File: config.mk
export PLATFORM = sky130hd
export DESIGN_NAME = host_uart_command_dec
export DESIGN_NICKNAME = d
export VERILOG_FILES = /design/src/rtl/host_uart_command_dec.sv
export SDC_FILE = /design/constraint.sdc
export NUM_CORES = 1
export LEC_CHECK = 0
export BUFFER_PORTS_ARGS = -buffer_cell sky130_fd_sc_hd__buf_2
export CAP_MARGIN = 20
export CORE_ASPECT_RATIO = 1.5
export CORE_MARGIN = 2
export CORE_UTILIZATION = 55
export CTS_BUF_LIST = sky130_fd_sc_hd__clkbuf_2
export CTS_CLUSTER_SIZE = 14
export DETAILED_ROUTE_END_ITERATION = 10
export GPL_ROUTABILITY_DRIVEN = 0
export PLACE_DENSITY_LB_ADDON = 0.12
export RECOVER_POWER = 50
export SETUP_SLACK_MARGIN = 0.2
export SLEW_MARGIN = 30
export SYNTH_ARGS = -nofsm -noshare
export SYNTH_HDL_FRONTEND = slang
export SYNTH_SLANG_ARGS = --single-unit
export TNS_END_PERCENT = 10
File: constraint.sdc
create_clock -name clk -period 3.4 [get_ports clk]
set_input_delay 0.85 -clock clk [delete_from_list [all_inputs] [get_ports clk]]
set_output_delay 0.85 -clock clk [all_outputs]
set_load 0.01 [all_outputs]
File: src/rtl/host_uart_command_dec.sv
// Host command decoder: frames UART RX bytes into ID, 6 reserved bytes and payload.
// The decoded command is held for the handler until it is acknowledged.
module host_uart_command_dec #(
   parameter logic [7:0]  ENCRYPT_ENABLE_CMD_ID = 8'h01,
   parameter logic [7:0]  READ_YAW_CMD_ID       = 8'h03,
   parameter logic [7:0]  SET_KEY_CMD_ID        = 8'h05,
   parameter int unsigned TIMEOUT_CYCLES        = 100000
) (
   input  logic         clk,
   input  logic         reset,
   input  logic [7:0]   rx_data,
   input  logic         rx_valid,
   output logic         rx_ready,
   output logic         cmd_valid,
   input  logic         cmd_ack,
   output logic [15:0]  cmd_select,
   output logic [263:0] cmd_data,
   output logic         error,
   output logic [1:0]   err_code
);

   localparam int TW = $clog2(TIMEOUT_CYCLES + 1);
   localparam logic [TW-1:0] TMO_LAST = TW'(TIMEOUT_CYCLES - 1);

   typedef enum logic [1:0] {
      S_IDLE,
      S_HEADER,
      S_PAYLOAD,
      S_HOLD
   } state_t;

   state_t        state;
   state_t        state_nxt;
   logic [5:0]    len;
   logic [5:0]    byte_cnt;
   logic [TW-1:0] tmo_cnt;
   logic          acc;
   logic          tmo_hit;
   logic          id_known;
   logic [15:0]   id_sel;
   logic [5:0]    id_len;
   logic          rdy_nxt;
   logic          vld_nxt;
   logic [8:0]    wr_idx;

   assign acc     = rx_valid && rx_ready;
   assign tmo_hit = (state == S_HEADER || state == S_PAYLOAD)
                    && tmo_cnt == TMO_LAST;
   assign wr_idx  = {byte_cnt[4:0], 3'b000};

   always_comb begin
      id_known = 1'b0;
      id_sel   = 16'h0;
      id_len   = 6'd0;
      unique case (1'b1)
         (rx_data == ENCRYPT_ENABLE_CMD_ID): begin
            id_known = 1'b1;
            id_sel   = 16'h1;
            id_len   = 6'd1;
         end
         (rx_data == READ_YAW_CMD_ID): begin
            id_known = 1'b1;
            id_sel   = 16'h2;
            id_len   = 6'd0;
         end
         (rx_data == SET_KEY_CMD_ID): begin
            id_known = 1'b1;
            id_sel   = 16'h3;
            id_len   = 6'd32;
         end
         default: ;
      endcase
   end

   always_ff @(posedge clk) begin
      if (!reset) begin
         state     <= S_IDLE;
         rx_ready  <= 1'b0;
         cmd_valid <= 1'b0;
      end else begin
         state     <= state_nxt;
         rx_ready  <= rdy_nxt;
         cmd_valid <= vld_nxt;
      end
   end

   always_comb begin
      state_nxt = state;
      unique case (state)
         S_IDLE: begin
            if (acc && id_known)
               state_nxt = S_HEADER;
         end
         S_HEADER: begin
            if (tmo_hit)
               state_nxt = S_IDLE;
            else if (acc) begin
               if (rx_data != 8'h00)
                  state_nxt = S_IDLE;
               else if (byte_cnt == 6'd5)
                  state_nxt = (len != 6'd0) ? S_PAYLOAD : S_HOLD;
            end
         end
         S_PAYLOAD: begin
            if (tmo_hit)
               state_nxt = S_IDLE;
            else if (acc && byte_cnt == len - 6'd1)
               state_nxt = S_HOLD;
         end
         S_HOLD: begin
            if (cmd_ack && cmd_valid)
               state_nxt = S_IDLE;
         end
         default: state_nxt = S_IDLE;
      endcase
   end

   // valid is registered one cycle behind HOLD entry; ack only counts once seen
   always_comb begin
      rdy_nxt = (state_nxt != S_HOLD);
      vld_nxt = (state == S_HOLD) && !(cmd_ack && cmd_valid);
   end

   always_ff @(posedge clk) begin
      if (!reset) begin
         cmd_select <= 16'h0;
         cmd_data   <= '0;
         len        <= 6'd0;
         byte_cnt   <= 6'd0;
         error      <= 1'b0;
         err_code   <= 2'd0;
      end else begin
         error <= 1'b0;
         if (tmo_hit) begin
            error    <= 1'b1;
            err_code <= 2'd3;
         end else if (acc) begin
            unique case (state)
               S_IDLE: begin
                  cmd_data <= '0;
                  if (id_known) begin
                     cmd_select <= id_sel;
                     len        <= id_len;
                     byte_cnt   <= 6'd0;
                  end else begin
                     error    <= 1'b1;
                     err_code <= 2'd1;
                  end
               end
               S_HEADER: begin
                  if (rx_data != 8'h00) begin
                     error    <= 1'b1;
                     err_code <= 2'd2;
                  end else if (byte_cnt == 6'd5)
                     byte_cnt <= 6'd0;
                  else
                     byte_cnt <= byte_cnt + 6'd1;
               end
               S_PAYLOAD: begin
                  cmd_data[wr_idx +: 8] <= rx_data;
                  byte_cnt              <= byte_cnt + 6'd1;
               end
               default: ;
            endcase
         end
      end
   end

   always_ff @(posedge clk) begin
      if (!reset)
         tmo_cnt <= '0;
      else if (state == S_IDLE || state == S_HOLD || acc || tmo_hit)
         tmo_cnt <= '0;
      else
         tmo_cnt <= tmo_cnt + 1'b1;
   end

endmodule
* Word-level counts from Yosys, hierarchy flattened
Cells that the tools add are included.
** Word-level totals
- Bits in registers :: 316
- Bits of input ports :: 12
- Output and inout port bits :: 285
- Word-level logic and storage cells :: 85
** Cells by class
- Add/sub/neg operators :: 4
- Eq/ne operators :: 14
- Shift-type cells :: 2
- Muxes and demuxes :: 29
- Bitwise gates (word level) :: 2
- Reductions and logical operators :: 24
** Operator list (count)
- $pmux W264 S2 :: 1
- $bwmux W264 :: 1
- $shift A8 B11 Y264 const A :: 1
- $shiftx A8 B11 Y264 :: 1
- $mux W2 :: 12
- $mux W6 :: 3
- $pmux W6 S3 :: 1
- $add A17 B1 Y17 const B :: 1
- $eq A17 B17 Y1 const B :: 1
- $pmux W6 S2 :: 1
- $neg A8 Y11 :: 1
- $eq A8 B1 Y1 const B :: 1
- $eq A8 B2 Y1 const B :: 1
- $eq A8 B3 Y1 const B :: 1
- $pmux W2 S4 :: 1
- $reduce_and A4 Y1 :: 2
- $reduce_bool A8 Y1 :: 1
- $add A6 B1 Y6 const B :: 1
- $eq A6 B3 Y1 const B :: 1
- $eq A6 B6 Y1 :: 1
- $logic_and A1 B1 Y1 :: 6
- $mux W1 :: 6
- $ne A2 B2 Y1 const B :: 3
- $pmux W2 S3 :: 1
- 18 further kinds :: 25

* Longest topological paths before layout
- Depth after elaboration :: 8
- Depth in mapped cells :: 11
- Mapped depth without buffers :: 8

* Worst setup path before layout
OpenSTA, ideal clock, no wires.
- Path type :: register to register
- From :: register byte_cnt[1]
- To :: register cmd_data[200]
- Setup time :: 0.117 ns
- Arrival time :: 2.557 ns
- Required time :: 3.283 ns
- Setup slack :: 0.726 ns
- Cell stages (with the launch flop) :: 11
- Path buffers :: 3
- Clock period less this slack :: 2.674 ns
- Cell sequence :: dfxtp_1 -> clkbuf_1 -> inv_1 -> ha_1 -> buf_2 -> xor2_2 -> or3_1 -> or3_1 -> buf_2 -> and2_1 -> a22o_1
** Between the ends
- Word-level cells in the longest chain between the ends :: 4
- Elaborated cells on any way between the ends :: 5
- Those cells by class :: add/sub (1); shift (2); mux (2)
** Ends and longest elaborated chain
- from (decl) :: line 35 : logic [5:0] byte_cnt;
- from (signal assigned) :: line 157 : byte_cnt <= byte_cnt + 6'd1;
- from (signal assigned) :: line 161 : byte_cnt <= byte_cnt + 6'd1;
- $neg A8 Y11 (*) :: line 160 : cmd_data[wr_idx +: 8] <= rx_data;
- $shiftx A8 B11 Y264 / $shift A8 B11 Y264 (equally long branches) :: line 160
- $bwmux W264 (*) :: line 160
- $pmux W264 S2 (*) :: line 138 : unique case (state)
- to (signal, indexed assignment) :: line 160
- to (decl) :: line 17 : output logic [263:0] cmd_data,
Every way passes the cells marked *; elsewhere a longest branch is shown, timed or not.
A chain may end at the register's enable or synchronous reset.

* Final worst setup path
- From :: register state[0]
- To :: register cmd_data[257]
** Between the ends
- Word-level cells in the longest chain between the ends :: 5
- Elaborated cells on any way between the ends :: 9
- Those cells by class :: eq/ne (2); mux (1); bitwise (1); reduce/logical (5)
** Ends and longest elaborated chain
- from (decl) :: line 32 : state_t state;
- from (signal assigned) :: line 81 : state <= state_nxt;
- $eq A2 B1 Y1 / $eq A2 B2 Y1 (equally long branches) :: line 47, 138
- $logic_or A1 B1 Y1 :: line 47 : assign tmo_hit = (state == S_HEADER || state == S_PAYLOAD)
- $logic_and A1 B1 Y1 :: line 48 : && tmo_cnt == TMO_LAST;
- $not A1 Y1 (no line)
- $reduce_and A3 Y1 (no line)
Parallel ways exist; a longest one is shown, timed or not.

==> metrics.md <==
| Metric | Value |
|---|---|
| Sw power | 2180 uW |
| Fmax | 337 MHz |
| Initial antenna violation count | 2 |
| R2R Path End | cmd_data[257]$_SDFFE_PN0P_ |
| Worst IR Drop VDD | 0.322 mV |
| Leading cell types in the layout, fill and taps excluded | dfxtp_1, clkbuf_1, nand2_1 |
| Detailed-route DRC error count | 0 |
| Mapped Area | 11400 um^2 |
| Min Clock Period, post-route | 2.96 ns |
| Post-cts sizing count | 0 |
| Final Hold Viols | 0 |
| CTS clock-pin slew for the worst setup and hold paths | 0.12 ns |
| Mapped Cells | ~1100 |
| Top Ports | between 200 and 300 |
| R2R depth | 8 |
| Pwr per Cell Area | 527 nW/um^2 |
| WHS Endpoint | cmd_select[1]$_SDFFE_PN0P_ |
| Fill cells | 1954 |
| Clock Skews | about 0.08 ns |
| Post-DP HPWL | 23.9 mm |
| Clock Path Buffers | 3 |
| Synth cell types | a little over 70 |
| Hold path cells | 3 |
| Slew HR | 0.506 |
| RSZ-0062 raised after global routing | no |
| Largest net degree at the start of global routing | 57 |
| Ys async rst share | 0 |
| Switching Share | 0.311 |
| EDFF count, synth | 0 |
| Setup-failing EPs final | 0 |
| Max FO, Critical Path | 25 |
| Rows | 64 |
| Most common cell after layout, fill and taps aside | dfxtp_1 |
| Min-Delay Path Class | primary input to flop |
| Type of the worst setup path | flop to flop |
| CTS H-tree depth | 3 |
| CTS tree | yes |
| Cell leakage power | 0.00477 uW |
| Number of global-route vias before repair | 9924 |
| Routed Antenna Nets | 0 |
| Combinational fraction of design power | 0.156 |
| Post-synthesis sequential area ratio | 0.525 |
| Final hold slack | 0.379 ns |
| Vias | 10300 |
| Area of the multi-input gates | 5000 um^2 |
| Met3 WL | 2.04 mm |
| Worst Path Required | 4.10 ns |
| Setup TNS | 0 ns |
| Core area | 20300 um^2 |
| DIE HEIGHT | 180 um |
| First-pass GRT wire length | roughly 53 mm |
| CP Capture Type | flop |
| Pins Over Slew Limit | 0 |
| CP Data Arrival Time | 3.66 ns |
| P&R area growth vs syn | 17.1% |
| Synth Flop Type | dfxtp_1 |
| RR Startpoint | state[0]$_SDFF_PN0_ |
| Synth top area cells | dfxtp_1, o2bb2ai_1, a32o_1 |
| Synthesized flop and latch total | approximately 300 |
| R2R Setup Slk | 0.44 ns |
| PortBufs | approximately 280 |
| FF+latch area | a little under 6000 um^2 |
| WL met1 | between 10 and 15 mm |
| Hold buffer count at cts | 0 |
| Die area | between 20000 and 25000 um^2 |
| Mapped Avg Cell Area | 10.1 um^2 |
| Cell Int Power | 4830 uW |
| Vias per inst | approximately 5.9 |
| 1st-iter DRT viols | ~870 |
| Synth area leader | dfxtp_1 |
| Total grt overflow | 0 |
| Slew at the pin closest to its max-slew limit | 0.738 ns |
| GRT Total Usage | 0.303 |
| Sequential power share | 0.507 |
| Post-CTS Setup Inserts | 0 |
| Drt wl/cell | around 20 um |
| Layout cells sized above 1 | 0.116 |
| Met2 wire len | 17.2 mm |
| YS warnings | 0 |
| Clock root buffer | clkbuf_2 |
| Starting Density | 0.559 |
| Status | finished clean |
| # clock sinks | approximately 300 |
| Clock Latency Late Sink | 0.85 ns |
| Die W | 121 um |
| Top-area cell type share of the netlist area | 0.525 |
| Pre-antenna DRT Iters | 7 |
| Total Routed Length | 34.3 mm |
| Max-cap violations | 0 |
| DR top layer | met4 |
| Nets | 1457 |
| TritonCTS Buffers | 66 |
| Worst setup SP type | flop |
| Clock Power Share | 0.338 |
| HP Start | reset |
| Final cycle utilization of the critical path | 0.872 |
==> stage by stage <==
step	std cells	total power, uW	util	instance area [um^2]	setup WS [ns]
floorplan	1134	4350	-	11400	0.726
global placement	1630	4690	0.640	13000	0.471
detailed placement	1630	4700	0.640	13000	0.398
CTS	1740	7040	0.671	13700	0.692
global route	1742	7330	0.654	13300	0.271
finish	1742	7010	0.654	13300	0.437
==> cell type report <==
type,count,area share
Clock buffer,94,0.0354
Inverter,20,0.00564
Multi-Input combinational cell,737,0.375
Timing Repair Buffer,311,0.0976
Antenna cell,2,0.000376
Tap cell,264,0.0248
Sequential cell,298,0.448
Clock inverter,16,0.0125
==> cells in the mapped netlist (15+ instances only) <==
master       n
a32oi_1     18
nand2_1    114
clkbuf_1    45
mux2i_1     21
o21ai_0     39
o2bb2ai_1  111
a32o_1      57
inv_1       20
nand3_1     38
a22o_1      34
buf_4       15
a21oi_1     28
nor2_1      82
dfxtp_1    298
==> per-layer routing <==
| metal | up-vias | global-route usage |
|---|---|---|
| met3 | 116 | 0.0522 |
| li1 | 4818 | - |
| met5 | - | 0 |
| met1 | 4934 | 0.353 |
| met2 | 429 | 0.527 |
| met4 | 0 | 0.160 |
==> sequential cells by signal, summed over array words and instances, names as in the netlist <==
signal	cells
error	1
state	2
rx_ready	1
cmd_valid	1
cmd_data	264
tmo_cnt	17
err_code	2
byte_cnt	6
len	2
cmd_select	2
==> worst max path at each step <==
stage / from / endpoint / slack, ns / cells after the start
after CTS: byte_cnt[0]$_SDFFE_PN0P_ / cmd_data[173]$_SDFFE_PN0P_ / 0.69 / 9
after global routing: state[0]$_SDFF_PN0_ / cmd_data[104]$_SDFFE_PN0P_ / 0.27 / 9
final: state[0]$_SDFF_PN0_ / cmd_data[257]$_SDFFE_PN0P_ / 0.44 / 8
after detailed placement: rx_data[3] / byte_cnt[3]$_SDFFE_PN0P_ / 0.40 / 7
after global placement: rx_data[3] / byte_cnt[2]$_SDFFE_PN0P_ / 0.47 / 7
after floorplan: byte_cnt[1]$_SDFFE_PN0P_ / cmd_data[200]$_SDFFE_PN0P_ / 0.73 / 10
==> cell families (layout without fill, tap and decap cells) <==
logic type,count (synthesis),count (layout),share of synthesized area
fa+ha+maj,11,11,0.0121
simple gates,317,317,0.134
flops,298,298,0.525
other cells,1,16,0.000330
buf+inv,99,441,0.0404
mux,22,22,0.0195
xor+xnor,24,24,0.0198
compound gates,349,349,0.248
==> critical path: stages, from the launching register on <==
cell and delay, ns:
dfxtp_1 0.45, inv_1 0.14, ha_1 0.36, nand4b_1 0.12, nor2_1 0.58, a211oi_4 0.12, buf_4 0.29, a21oi_1 0.62
o2bb2ai_1 0.18
==> power groups by stage <==
stage                     sequential (uW)  clock [uW]  combinational, uW
final                                3550        2370               1090
after global placement               3630           0               1060
after CTS                            3550        2420               1070
after global routing                 3560        2610               1160
after floorplan                      3640           0                707
after detailed placement             3630           0               1070
Power figures use the tool's default switching activity.
